`src/rtl/spi_pkg.sv`:
```
`default_nettype none
// +-----------------------------------------------------------------+
// | spi_pkg : shared state encoding and constants for spi_arbiter   |
// | Rev 1.0                                                         |
// +-----------------------------------------------------------------+
package spi_pkg;

  typedef enum logic [2:0] {
    ST_IDLE  = 3'd0,
    ST_SETUP = 3'd1,
    ST_XFER  = 3'd2,
    ST_DONE  = 3'd3,
    ST_GAP   = 3'd4
  } state_e;

  localparam logic [31:0] SS_IDLE    = 32'hFFFF_FFFF;
  localparam logic [2:0]  MAX_NBYTES = 3'd4;

endpackage
`default_nettype wire

```
`src/rtl/rr_arbiter.sv`:
```
`default_nettype none
// +-----------------------------------------------------------------+
// | rr_arbiter : rotating-priority select, search starts after last |
// | Rev 1.0                                                         |
// +-----------------------------------------------------------------+
module rr_arbiter #(
  parameter int  NUM_REQ = 4,
  localparam int IW      = $clog2(NUM_REQ)
) (
  input  logic [NUM_REQ-1:0] req_i,
  input  logic [IW-1:0]      last_i,
  output logic [NUM_REQ-1:0] grant_o
);

  int          idx;
  logic [IW-1:0] sel;
  logic        found;

  always_comb begin
    grant_o = '0;
    found   = 1'b0;
    idx     = 0;
    sel     = '0;
    for (int off = 1; off <= NUM_REQ; off++) begin
      idx = int'(last_i) + off;
      if (idx >= NUM_REQ) idx = idx - NUM_REQ;
      sel = IW'(idx);
      if (!found && req_i[sel]) begin
        grant_o[sel] = 1'b1;
        found        = 1'b1;
      end
    end
  end

endmodule
`default_nettype wire

```
`src/rtl/spi_arbiter.sv`:
```
`default_nettype none
// +-----------------------------------------------------------------+
// | spi_arbiter : shares one SPIMaster engine among NUM_REQ clients |
// | Rev 1.0                                                         |
// +-----------------------------------------------------------------+
module spi_arbiter
  import spi_pkg::*;
#(
  parameter int NUM_REQ    = 4,
  parameter int GAP_CYCLES = 2,
  parameter int TIMEOUT    = 1024
) (
  input  logic                 HCLK,
  input  logic                 HRESETn,
  input  logic [NUM_REQ-1:0]   req_valid_i,
  output logic [NUM_REQ-1:0]   req_ready_o,
  input  logic [NUM_REQ*5-1:0] req_ss_idx_i,
  input  logic [NUM_REQ*32-1:0] req_wdata_i,
  input  logic [NUM_REQ*3-1:0] req_nbytes_i,
  output logic [NUM_REQ-1:0]   rsp_valid_o,
  output logic                 rsp_err_o,
  output logic [31:0]          rsp_rdata_o,
  output logic                 spi_enable_o,
  output logic [31:0]          spi_wdata_o,
  output logic [2:0]           spi_nbytes_o,
  output logic                 spi_reset_fill_o,
  output logic [31:0]          spi_ss_o,
  input  logic [31:0]          spi_rdata_i,
  input  logic [2:0]           spi_bytes_valid_i
);

  localparam int IW   = $clog2(NUM_REQ);
  localparam int CMAX = (TIMEOUT > GAP_CYCLES) ? TIMEOUT : GAP_CYCLES;
  localparam int CW   = $clog2(CMAX + 1);
  localparam logic [CW-1:0] TO_LAST  = CW'(TIMEOUT - 1);
  localparam logic [CW-1:0] GAP_LAST = CW'(GAP_CYCLES - 1);

  logic [4:0]  w_ss_idx [NUM_REQ];
  logic [31:0] w_wdata  [NUM_REQ];
  logic [2:0]  w_nbytes [NUM_REQ];

  for (genvar g = 0; g < NUM_REQ; g++) begin : g_unpack
    assign w_ss_idx[g] = req_ss_idx_i[g*5 +: 5];
    assign w_wdata[g]  = req_wdata_i[g*32 +: 32];
    assign w_nbytes[g] = req_nbytes_i[g*3 +: 3];
  end

  state_e              state_q, state_d;
  logic [IW-1:0]       last_q, last_d;
  logic [NUM_REQ-1:0]  grant_q, grant_d;
  logic [4:0]          ss_idx_q, ss_idx_d;
  logic [31:0]         wdata_q, wdata_d;
  logic [2:0]          nbytes_q, nbytes_d;
  logic [CW-1:0]       cnt_q, cnt_d;
  logic [NUM_REQ-1:0]  ready_q, ready_d, rsp_valid_q, rsp_valid_d;
  logic                rsp_err_q, rsp_err_d, en_q, en_d, fill_q, fill_d;
  logic [31:0]         rdata_q, rdata_d, spi_wdata_q, spi_wdata_d, ss_q, ss_d;
  logic [2:0]          spi_nbytes_q, spi_nbytes_d;

  logic [NUM_REQ-1:0]  w_grant;
  logic [IW-1:0]       w_gidx;
  logic                w_nb_bad, w_ok, w_to;

  rr_arbiter #(.NUM_REQ(NUM_REQ)) u_rr (
    .req_i   (req_valid_i),
    .last_i  (last_q),
    .grant_o (w_grant)
  );

  always_comb begin
    w_gidx = '0;
    for (int i = 0; i < NUM_REQ; i++) begin
      if (w_grant[i]) w_gidx = IW'(i);
    end
  end

  assign w_nb_bad = (w_nbytes[w_gidx] == 3'd0) || (w_nbytes[w_gidx] > MAX_NBYTES);
  // The first XFER cycle overlaps the fill clear, so a stale count must not end the transfer.
  assign w_ok = !fill_q && (spi_bytes_valid_i == nbytes_q);
  assign w_to = (cnt_q == TO_LAST);

  always_comb begin
    state_d      = state_q;
    last_d       = last_q;
    grant_d      = grant_q;
    ss_idx_d     = ss_idx_q;
    wdata_d      = wdata_q;
    nbytes_d     = nbytes_q;
    cnt_d        = cnt_q;
    ready_d      = '0;
    rsp_valid_d  = '0;
    rsp_err_d    = 1'b0;
    fill_d       = 1'b0;
    en_d         = en_q;
    rdata_d      = rdata_q;
    spi_wdata_d  = spi_wdata_q;
    spi_nbytes_d = spi_nbytes_q;
    ss_d         = ss_q;
    case (state_q)
      ST_IDLE: begin
        if (|w_grant) begin
          ready_d  = w_grant;
          grant_d  = w_grant;
          last_d   = w_gidx;
          ss_idx_d = w_ss_idx[w_gidx];
          wdata_d  = w_wdata[w_gidx];
          nbytes_d = w_nbytes[w_gidx];
          cnt_d    = '0;
          if (w_nb_bad) begin
            state_d     = ST_DONE;
            rsp_valid_d = w_grant;
            rsp_err_d   = 1'b1;
          end else begin
            state_d = ST_SETUP;
          end
        end
      end
      ST_SETUP: begin
        ss_d         = SS_IDLE & ~(32'd1 << ss_idx_q);
        fill_d       = 1'b1;
        spi_wdata_d  = wdata_q;
        spi_nbytes_d = nbytes_q;
        en_d         = 1'b1;
        cnt_d        = '0;
        state_d      = ST_XFER;
      end
      ST_XFER: begin
        if (w_ok || w_to) begin
          state_d     = ST_DONE;
          rsp_valid_d = grant_q;
          rsp_err_d   = !w_ok;
          rdata_d     = spi_rdata_i;
          ss_d        = SS_IDLE;
          en_d        = 1'b0;
        end else begin
          cnt_d = cnt_q + CW'(1);
        end
      end
      ST_DONE: begin
        cnt_d   = '0;
        state_d = ST_GAP;
      end
      ST_GAP: begin
        if (cnt_q == GAP_LAST) begin
          cnt_d   = '0;
          state_d = ST_IDLE;
        end else begin
          cnt_d = cnt_q + CW'(1);
        end
      end
      default: state_d = ST_IDLE;
    endcase
  end

  always_ff @(posedge HCLK) begin
    if (!HRESETn) begin
      state_q      <= ST_IDLE;
      last_q       <= IW'(NUM_REQ - 1);
      grant_q      <= '0;
      ss_idx_q     <= '0;
      wdata_q      <= '0;
      nbytes_q     <= '0;
      cnt_q        <= '0;
      ready_q      <= '0;
      rsp_valid_q  <= '0;
      rsp_err_q    <= 1'b0;
      fill_q       <= 1'b0;
      en_q         <= 1'b0;
      rdata_q      <= '0;
      spi_wdata_q  <= '0;
      spi_nbytes_q <= '0;
      ss_q         <= SS_IDLE;
    end else begin
      state_q      <= state_d;
      last_q       <= last_d;
      grant_q      <= grant_d;
      ss_idx_q     <= ss_idx_d;
      wdata_q      <= wdata_d;
      nbytes_q     <= nbytes_d;
      cnt_q        <= cnt_d;
      ready_q      <= ready_d;
      rsp_valid_q  <= rsp_valid_d;
      rsp_err_q    <= rsp_err_d;
      fill_q       <= fill_d;
      en_q         <= en_d;
      rdata_q      <= rdata_d;
      spi_wdata_q  <= spi_wdata_d;
      spi_nbytes_q <= spi_nbytes_d;
      ss_q         <= ss_d;
    end
  end

  assign req_ready_o      = ready_q;
  assign rsp_valid_o      = rsp_valid_q;
  assign rsp_err_o        = rsp_err_q;
  assign rsp_rdata_o      = rdata_q;
  assign spi_enable_o     = en_q;
  assign spi_wdata_o      = spi_wdata_q;
  assign spi_nbytes_o     = spi_nbytes_q;
  assign spi_reset_fill_o = fill_q;
  assign spi_ss_o         = ss_q;

endmodule
`default_nettype wire

```
`config.mk`:
```
export PLATFORM = sky130hd
export DESIGN_NAME = spi_arbiter
export DESIGN_NICKNAME = d
export VERILOG_FILES = /design/src/rtl/spi_pkg.sv /design/src/rtl/rr_arbiter.sv /design/src/rtl/spi_arbiter.sv
export SDC_FILE = /design/constraint.sdc
export NUM_CORES = 1
export LEC_CHECK = 0
export CORE_ASPECT_RATIO = 1.5
export CORE_UTILIZATION = 44
export DETAILED_ROUTE_END_ITERATION = 6
export PLACE_DENSITY = 0.8
export SYNTH_ARGS = -nofsm -noshare
export SYNTH_HDL_FRONTEND = slang
export SYNTH_SLANG_ARGS = --single-unit
```
`constraint.sdc`:
```
create_clock -name HCLK -period 3.71 [get_ports HCLK]
set_input_delay 0.371 -clock HCLK [delete_from_list [all_inputs] [get_ports HCLK]]
set_output_delay 0.371 -clock HCLK [all_outputs]
set_load 0.005 [all_outputs]
```
# After elaboration in Yosys (flattened, before gate mapping)
# Index checks and enable logic that the tools add are counted.
# op_classes
add_sub_neg	9
magnitude_cmp	14
eq_ne	11
n_shift	1
mux	61
bitwise_logic	5
reduce_logical	27
# op_table
operator	count
32-bit two-way mux	3
32-bit binary-select mux with 2-bit select	1
32-bit case mux with 2 select lines	1
11-bit case mux with 4 select lines	1
11-bit two-way mux	3
32-bit inverter	1
1-bit by 5-bit << shifter with 32-bit output, first input constant	1
4-bit two-way mux	7
1-bit two-way mux	17
3-bit two-way mux	5
3-bit case mux with 5 select lines	1
2-bit two-way mux	7
3-bit >= comparator, second input constant	4
2-bit by 3-bit < comparator with 1-bit output, second input constant	4
4-bit OR	3
11-bit by 1-bit adder with 11-bit output, second input constant	1
11-bit by 1-bit equality test with 1-bit output, second input constant	1
11-bit by 10-bit equality test with 1-bit output, second input constant	1
5-bit binary-select mux with 2-bit select	1
5-bit two-way mux	2
3-bit AND reduction	3
1-bit binary-select mux with 2-bit select	4
1-bit demux with 2-bit select	4
2-bit by 1-bit >= comparator with 1-bit output, second input constant	4
other kinds (24)	48
# totals
ff_bits	170
out_inout_bits	110
wordCells	144

# Longest topological paths before layout
# Gate-level depths: netlist (run 1).
# logic_depth
depth_word	27
ltp_mapped	14
ltp_nobuf	10

# Modules after synthesis
# A second synthesis (run 1) with hierarchy kept.
# hier_totals
cells_unflattened	920
area_unflattened_um2	7759.9
# modules_own_cells
module	instances	cells_per_inst	area_each_um2	seq_area_each_um2
spi_arbiter	1	882	7402.1	3403.3
rr_arbiter	1	38	357.8	0.0

# Least setup slack after synthesis (run 1)
# OpenSTA, ideal clock, no wires.
# synth_timing
path_kind	register -> register
startpoint	reg last_q[1]
endpoint	reg rsp_err_q (netlist: rsp_err_o)
setup_ns	0.140
arrival_ns	2.921
required_ns	3.570
setup_slack_ns	0.649
path_stages_with_launch	12
synth_period_minus_slack_ns	3.061
path_cell_list	dfxtp_1 buf_2 inv_1 ha_1 mux4_2 a2111oi_4 o211a_1 buf_6 mux2i_1 a21oi_2 o311ai_0 o211ai_1
# synth_between
elab_chain_len	27
# synth_lines
item	line	source
from (decl)	spi_arbiter.sv:49	logic [IW-1:0] last_q, last_d;
from (signal assigned)	spi_arbiter.sv:158	last_q <= IW'(NUM_REQ - 1);
from (signal assigned)	spi_arbiter.sv:175	last_q <= last_d;
parallel branches: the longest is 14 deep, another holds 2-bit by 1-bit adder with 3-bit output	--	
4-bit two-way mux *	rr_arbiter.sv:28	if (!found && req_i[sel]) begin
1-bit two-way mux	spi_arbiter.sv:73	if (w_grant[i]) w_gidx = IW'(i);
2-bit two-way mux (2 in a row)	spi_arbiter.sv:73	
2-bit inverter with 3-bit output (not written as such)	spi_arbiter.sv:77	assign w_nb_bad = (w_nbytes[w_gidx] == 3'd0) || (w_nbytes[w_gidx] > MAX_NBYTES);
3-bit binary-select mux with 2-bit select	spi_arbiter.sv:77	
3-bit two-way mux (not written as such) (2 in a row)	spi_arbiter.sv:77	
3-bit greater-than comparator or 3-bit logical NOT (tied branches)	spi_arbiter.sv:77	
1-bit logical OR	spi_arbiter.sv:77	
1-bit two-way mux	spi_arbiter.sv:109	if (w_nb_bad) begin
1-bit two-way mux *	spi_arbiter.sv:101	if (|w_grant) begin
1-bit case mux with 2 select lines *	spi_arbiter.sv:99	case (state_q)
to (signal assigned)	spi_arbiter.sv:183	rsp_err_q <= rsp_err_d;
to (decl)	spi_arbiter.sv:56	logic rsp_err_q, rsp_err_d, en_q, en_d, fill_q, fill_d;
# Every way passes the cells marked *. The select of a mux whose other input is x is not followed.
# A chain may end at the register's enable or synchronous reset.

# Worst setup path in the final report (run 1)
# layout_timing
startpoint	reg last_q[0]
endpoint	reg wdata_q[18]
# layout_between
elab_chain_len	22
# layout_lines
item	line	source
parallel branches: the longest is 14 deep, another holds 2-bit by 1-bit adder with 3-bit output	--	
4-bit two-way mux *	rr_arbiter.sv:28	
1-bit two-way mux	spi_arbiter.sv:73	
2-bit two-way mux (2 in a row)	spi_arbiter.sv:73	
2-bit inverter with 3-bit output (not written as such)	spi_arbiter.sv:106	wdata_d = w_wdata[w_gidx];
32-bit binary-select mux with 2-bit select	spi_arbiter.sv:106	
32-bit two-way mux (not written as such) (2 in a row)	spi_arbiter.sv:106	
to (signal assigned)	spi_arbiter.sv:178	wdata_q <= wdata_d;
to (decl)	spi_arbiter.sv:52	logic [31:0] wdata_q, wdata_d;
# Marks and branches as above.

==> results of run 1 <==
-- kinds of logic (layout without fill, tap and decap cells) --
logic type,count (synthesis),in the layout,share of synthesized area
AND/OR/NAND/NOR,360,360,0.1944
AO/OA/AOI/OAI,315,315,0.2306
flip-flops,170,170,0.4230
buffers and inverters,90,373,0.05474
multiplexers,51,51,0.06982
XOR/XNOR,11,11,0.01197
adder cells (fa/ha/maj),10,10,0.01555
other,0,1,0
-- stage by stage --
| step | std cells | hold slack [ns] | cell area, um^2 |
|---|---|---|---|
| floorplan | 1007 | 0.4287 | 8046 |
| global placement | 1475 | 0.4364 | 11240 |
| detailed placement | 1475 | 0.4423 | 11240 |
| CTS | 1507 | 0.4509 | 11860 |
| global route | 1508 | 0.4735 | 11870 |
| finish | 1508 | 0.4506 | 11870 |
-- cell usage in the layout, fill, tap and decap left out, types with 14 or more instances in the layout --
cell type / count
a211oi_1: 37
nand3_1: 46
nor2_1: 80
o21ai_0: 74
buf_4: 14
clkbuf_16: 17
dfxtp_1: 170
clkdlybuf4s50_1: 309
mux2i_1: 46
a21oi_1: 159
nand2_1: 186
-- state kept, by name, summed over array words and instances, names as in the netlist --
register,count
rsp_rdata_o,32
spi_ss_o,32
spi_wdata_o,32
wdata_q,32
cnt_q,11
ss_idx_q,5
grant_q,4
req_ready_o,4
rsp_valid_o,4
nbytes_q,3
spi_nbytes_o,3
state_q,3
last_q,2
rsp_err_o,1
spi_enable_o,1
spi_reset_fill_o,1
-- power breakdown --
group	internal [mW]	switching, mW
Combinational	1.69	2.42
Sequential	2.16	0.202
Clock	1.10	0.743
Total	4.95	3.37
-- routing by layer --
layer | share of wire | routed length, um | GRT usage
met1 | 0.38 | 9597 | 0.2972
met2 | 0.52 | 13300 | 0.4950
met3 | 0.066 | 1698 | 0.06913
met4 | 0.037 | 948 | 0.1287
met5 | 0 | 0 | 0
-- worst min-delay path: stages (launching register included) --
cell,delay [ns]
dfxtp_1,0.31
nand2_1,0.05
a21oi_1,0.05
-- cell type report --
cell class	instances	area (um^2)
clock buffer	19	452.9
timing repair buffer	328	3283
multi-input combinational	747	4238
clock inverter	13	166.4
fill	1493	6076
inverter	13	48.80
antenna	1	2.502
tap	217	271.5
sequential	170	3403
-- how the worst max path moves through the flow --
stage,from,endpoint,slack [ns],depth (start not counted)
after detailed placement,req_valid_i[2],nbytes_q[2]$_SDFFE_PN0P_,0.25,9
after floorplan,last_q[1]$_SDFFE_PN1P_,rsp_err_o$_SDFF_PN0_,0.65,11
after CTS,last_q[0]$_SDFFE_PN1P_,nbytes_q[2]$_SDFFE_PN0P_,0.46,10
after global routing,last_q[0]$_SDFFE_PN1P_,wdata_q[22]$_SDFFE_PN0P_,0.16,10
final,last_q[0]$_SDFFE_PN1P_,wdata_q[18]$_SDFFE_PN0P_,0.44,10
after global placement,req_valid_i[2],wdata_q[2]$_SDFFE_PN0P_,0.34,9
==> results.toml, run 1 <==
[status]
status = "finished, final reports clean"

[clocking]
holdBufCountCts = 0
root_buffer = "clkbuf_16"
clock_path_buffers = 2
cts_sinks = 170
cts_tree = "built"
clkSlewWorstSetupHoldPaths_ns = 0.06
cts_setup_buffers = 0
clkLatencyLatePin_ns = 0.43
cts_resized = 0
cts_made_buffers = 17
htreeDepth = 4

[floorplan]
dieArea_um2 = 18840
io_pins = 311
die_h_um = 167.6
die_w_um = 112.4
rows = 60
coreArea_um2 = 17940
start_util = 0.4485

[worst_hold_path]
hold_end = "spi_wdata_o[29]$_SDFFE_PN0P_"
hp-class = "reg2reg"
whs_path_depth = 2
hold_start = "wdata_q[29]$_SDFFE_PN0P_"

[place]
gp_congestion = 0.8967
hpwlAfterDp_um = 18840
post-place-ws_ns = 0.2480
port_buffers = 310

[sta]
rsz0062_at_grt = "false"
setup_viol = 0
relSlewSlack = 0.4438
finalHoldViolCount = 0
min_period_over_period = 0.8817
fmax_mhz = 305.7
fin_ws_ns = 0.4388
finalSetupTns_ns = 0
period_minus_slack_ns = 3.271
fin_worst_skew_ns = 0.01120
worst_slew_pin_slew_ns = 0.8343
report.final.slew_viol_count = 0

[synthesis]
yosysTopAreaCellShare = 0.4230
ys_types = 65
ys_ff_latch = 170
ys_warn_count = 0
synth_top_flop_cell = "dfxtp_1"
ys_seq_area_frac = 0.4230
synth.area.top_cells = "dfxtp_1 42%, a21oi_1 10%, nand2_1 8.7%"
post-synth-top-count-cell = "nand2_1"
yosys-top-cells-count = "187 x nand2_1, 170 x dfxtp_1, 161 x a21oi_1"
synth_nets = 1218
syn_area_per_cell_um2 = 7.991
syn-instance-count = 1007
synth_edf_count = 0
async_reset_ff_frac = 0
syn_area_um2 = 8046
synth_top_area_cell = "dfxtp_1"

[cells_and_area]
drive_gt1_frac = 0.06202
syn_to_final_growth_pct = 47.47
final_util = 0.6614
nNetsFinal = 1488

[critical_path]
endpoint_kind = "register"
crit_arrival_ns = 3.62
crit_slowest_cell = "and2_4"
critPathMaxFanout = 90
worstReg2RegEnd = "wdata_q[18]$_SDFFE_PN0P_"
start_kind = "register"
worstPathCellList = "inv_1, ha_1, mux4_2, a21oi_1, a21oi_1, o22ai_2, or2_4, and2_4, o21ai_0, a21oi_1"
r2r_start = "last_q[0]$_SDFFE_PN1P_"
crit_top_cell = "a21oi_1"
cp_num_buf_inv = 1
required_ns = 4.06
worstSetupPathType = "reg2reg"
slowest_delay_ns = 0.67
reg2reg_setup_slack_ns = 0.44
path_delay_family = "compound AO/OA/AOI/OAI gates"
reg2reg_depth = 10

[routing]
vias = 8249
wl_per_cell_um = 16.94
drc = 0
drtPass1Iterations = 5
drt_iter0_drc = 581
viasPerCell = 5.470
ant_nets = 0
wirelength_um = 25540

[pwr]
p_per_area_nw_per_um2 = 700.7
cellLeakagePower_nw = 4.390
power_mw = 8.315
irDropWorstVdd_mv = 0.5460

[grt]
grt_pass1_vias = 8067
globalRoute.totalOverflow = 0
grt.total_usage = 0.2741
grt_max_degree = 91
antenna_found_initial = 1
grt_pass1_wl_um = 40610

[flow_run]
cap_violations = 0
Power figures use the tool's default switching activity.
==> run 2: changes to the inputs <==
- CAP_MARGIN: default -> 20
==> results of run 2 <==
Same layout as run 1: the final DEF is identical, and so are final timing and power.
==> run 3: changes to the inputs <==
==> constraint.sdc (replaced) <==
create_clock -name HCLK -period 3.71 [get_ports HCLK]
set_input_delay 0.9275 -clock HCLK [delete_from_list [all_inputs] [get_ports HCLK]]
set_output_delay 0.9275 -clock HCLK [all_outputs]
set_load 0.005 [all_outputs]
==> results.toml, run 3 (synthesis results as in run 1) <==
[clocking]
cts_resized = 0
cts_sinks = 170
root_buffer = "clkbuf_16"
cts_made_buffers = 17
htreeDepth = 4
cts_tree = "built"
clock_path_buffers = 2
clkSlewWorstSetupHoldPaths_ns = 0.07
cts_setup_buffers = 0
clkLatencyLatePin_ns = 0.43
holdBufCountCts = 0

[sta]
fin_worst_skew_ns = 0.008474
finalHoldViolCount = 0
finalSetupTns_ns = 0
relSlewSlack = 0.5683
rsz0062_at_grt = "false"
min_period_over_period = 0.9295
setup_viol = 0
worst_slew_pin_slew_ns = 0.6463
period_minus_slack_ns = 3.448
fmax_mhz = 290.0
report.final.slew_viol_count = 0

[cells_and_area]
nNetsFinal = 1508
syn_to_final_growth_pct = 49.87
mostFrequentLayoutCells = "309 x clkdlybuf4s50_1, 186 x nand2_1, 170 x dfxtp_1"
fin_cells = 1528
final_util = 0.6721
layout_commonest_cell = "clkdlybuf4s50_1"
drive_gt1_frac = 0.07634

[routing]
vias = 8316
drt_iter0_drc = 531
routed.top_layer = "met4"
viasPerCell = 5.442
wl_per_cell_um = 16.80
dr_wl_met2_um = 13290
ant_nets = 0
drtPass1Iterations = 5
wl_met1_um = 9607
drc = 0
met3RoutedLength_um = 1687
wirelength_um = 25670

[floorplan]
coreArea_um2 = 17940
die_h_um = 167.6
rows = 60
dieArea_um2 = 18840
start_util = 0.4485
io_pins = 311
die_w_um = 112.4

[grt]
grt.total_usage = 0.2730
grt_pass1_vias = 7958
antenna_found_initial = 1
grt_max_degree = 65
grt_pass1_wl_um = 40410
globalRoute.totalOverflow = 0

[place]
gp_congestion = 0.9263
hpwlAfterDp_um = 19010
port_buffers = 310
placed_cells = 1495

[critical_path]
endpoint_kind = "register"
required_ns = 3.99
worstSetupPathType = "in2reg"
start_kind = "input port"
crit_slowest_cell = "mux4_2"
slowest_delay_ns = 0.55
worstPathCellList = "clkdlybuf4s50_1, buf_4, mux4_2, nand3b_1, a221o_1, and2_1, o21ai_0, a21oi_2, o311ai_0, o211ai_1"
critPathMaxFanout = 10
crit_arrival_ns = 3.73

[pwr]
irDropWorstVdd_mv = 0.4375
power_mw = 8.673
cellLeakagePower_nw = 4.507
p_per_area_nw_per_um2 = 719.2

[flow_run]
cap_violations = 0

[status]
status = "finished, final reports clean"

[worst_hold_path]
hp-class = "reg2reg"
[run 3: cell type report]
class	instances	area, um^2
Multi-Input combinational cell	747	4238
Clock inverter	15	186.4
Antenna cell	1	2.502
Sequential cell	170	3403
Inverter	13	48.80
Timing Repair Buffer	348	3483
Tap cell	217	271.5
Fill cell	1490	5883
Clock buffer	17	425.4
[run 3: path summary, 6_finish.rpt]
path | from | end | slack (ns) | depth (start not counted)
setup / recovery | req_valid_i[2] | rsp_err_o$_SDFF_PN0_ | 0.26 | 10
hold / removal | wdata_q[5]$_SDFFE_PN0P_ | spi_wdata_o[5]$_SDFFE_PN0P_ | 0.45 | 2
setup reg to reg | last_q[0]$_SDFFE_PN1P_ | rsp_err_o$_SDFF_PN0_ | 0.54 | 10
hold reg to reg | wdata_q[5]$_SDFFE_PN0P_ | spi_wdata_o[5]$_SDFFE_PN0P_ | 0.45 | 2
[run 3: metrics by stage]
step	hold WS (ns)	cell area, um^2	setup slack (ns)
2_1_floorplan	0.4287	8046	0.6348
3_3_place_gp	0.4351	11440	-0.007210
3_5_place_dp	0.4428	11440	-0.1201
4_1_cts	0.4537	12060	0.3333
5_1_grt	0.4674	12060	0.1499
6_report	0.4473	12060	0.2616
[run 3: worst max-delay path: cells and delay by family]
family	cells	cell delay [ns]
AO/OA/AOI/OAI	5	1.20
buffers and inverters	2	0.61
multiplexers	1	0.55
AND/OR/NAND/NOR	2	0.43
[run 3: metal layers]
layer / GRT usage / up-vias
li1: - / 4115
met1: 0.2979 / 3789
met4: 0.1426 / 0
met2: 0.4847 / 340
met5: 0 / -
met3: 0.06804 / 72
[run 3: report_power, final]
group          switching, mW  internal (mW)
Combinational           2.55           1.93
Clock                  0.771           1.07
Sequential             0.196           2.16
Total                   3.51           5.16
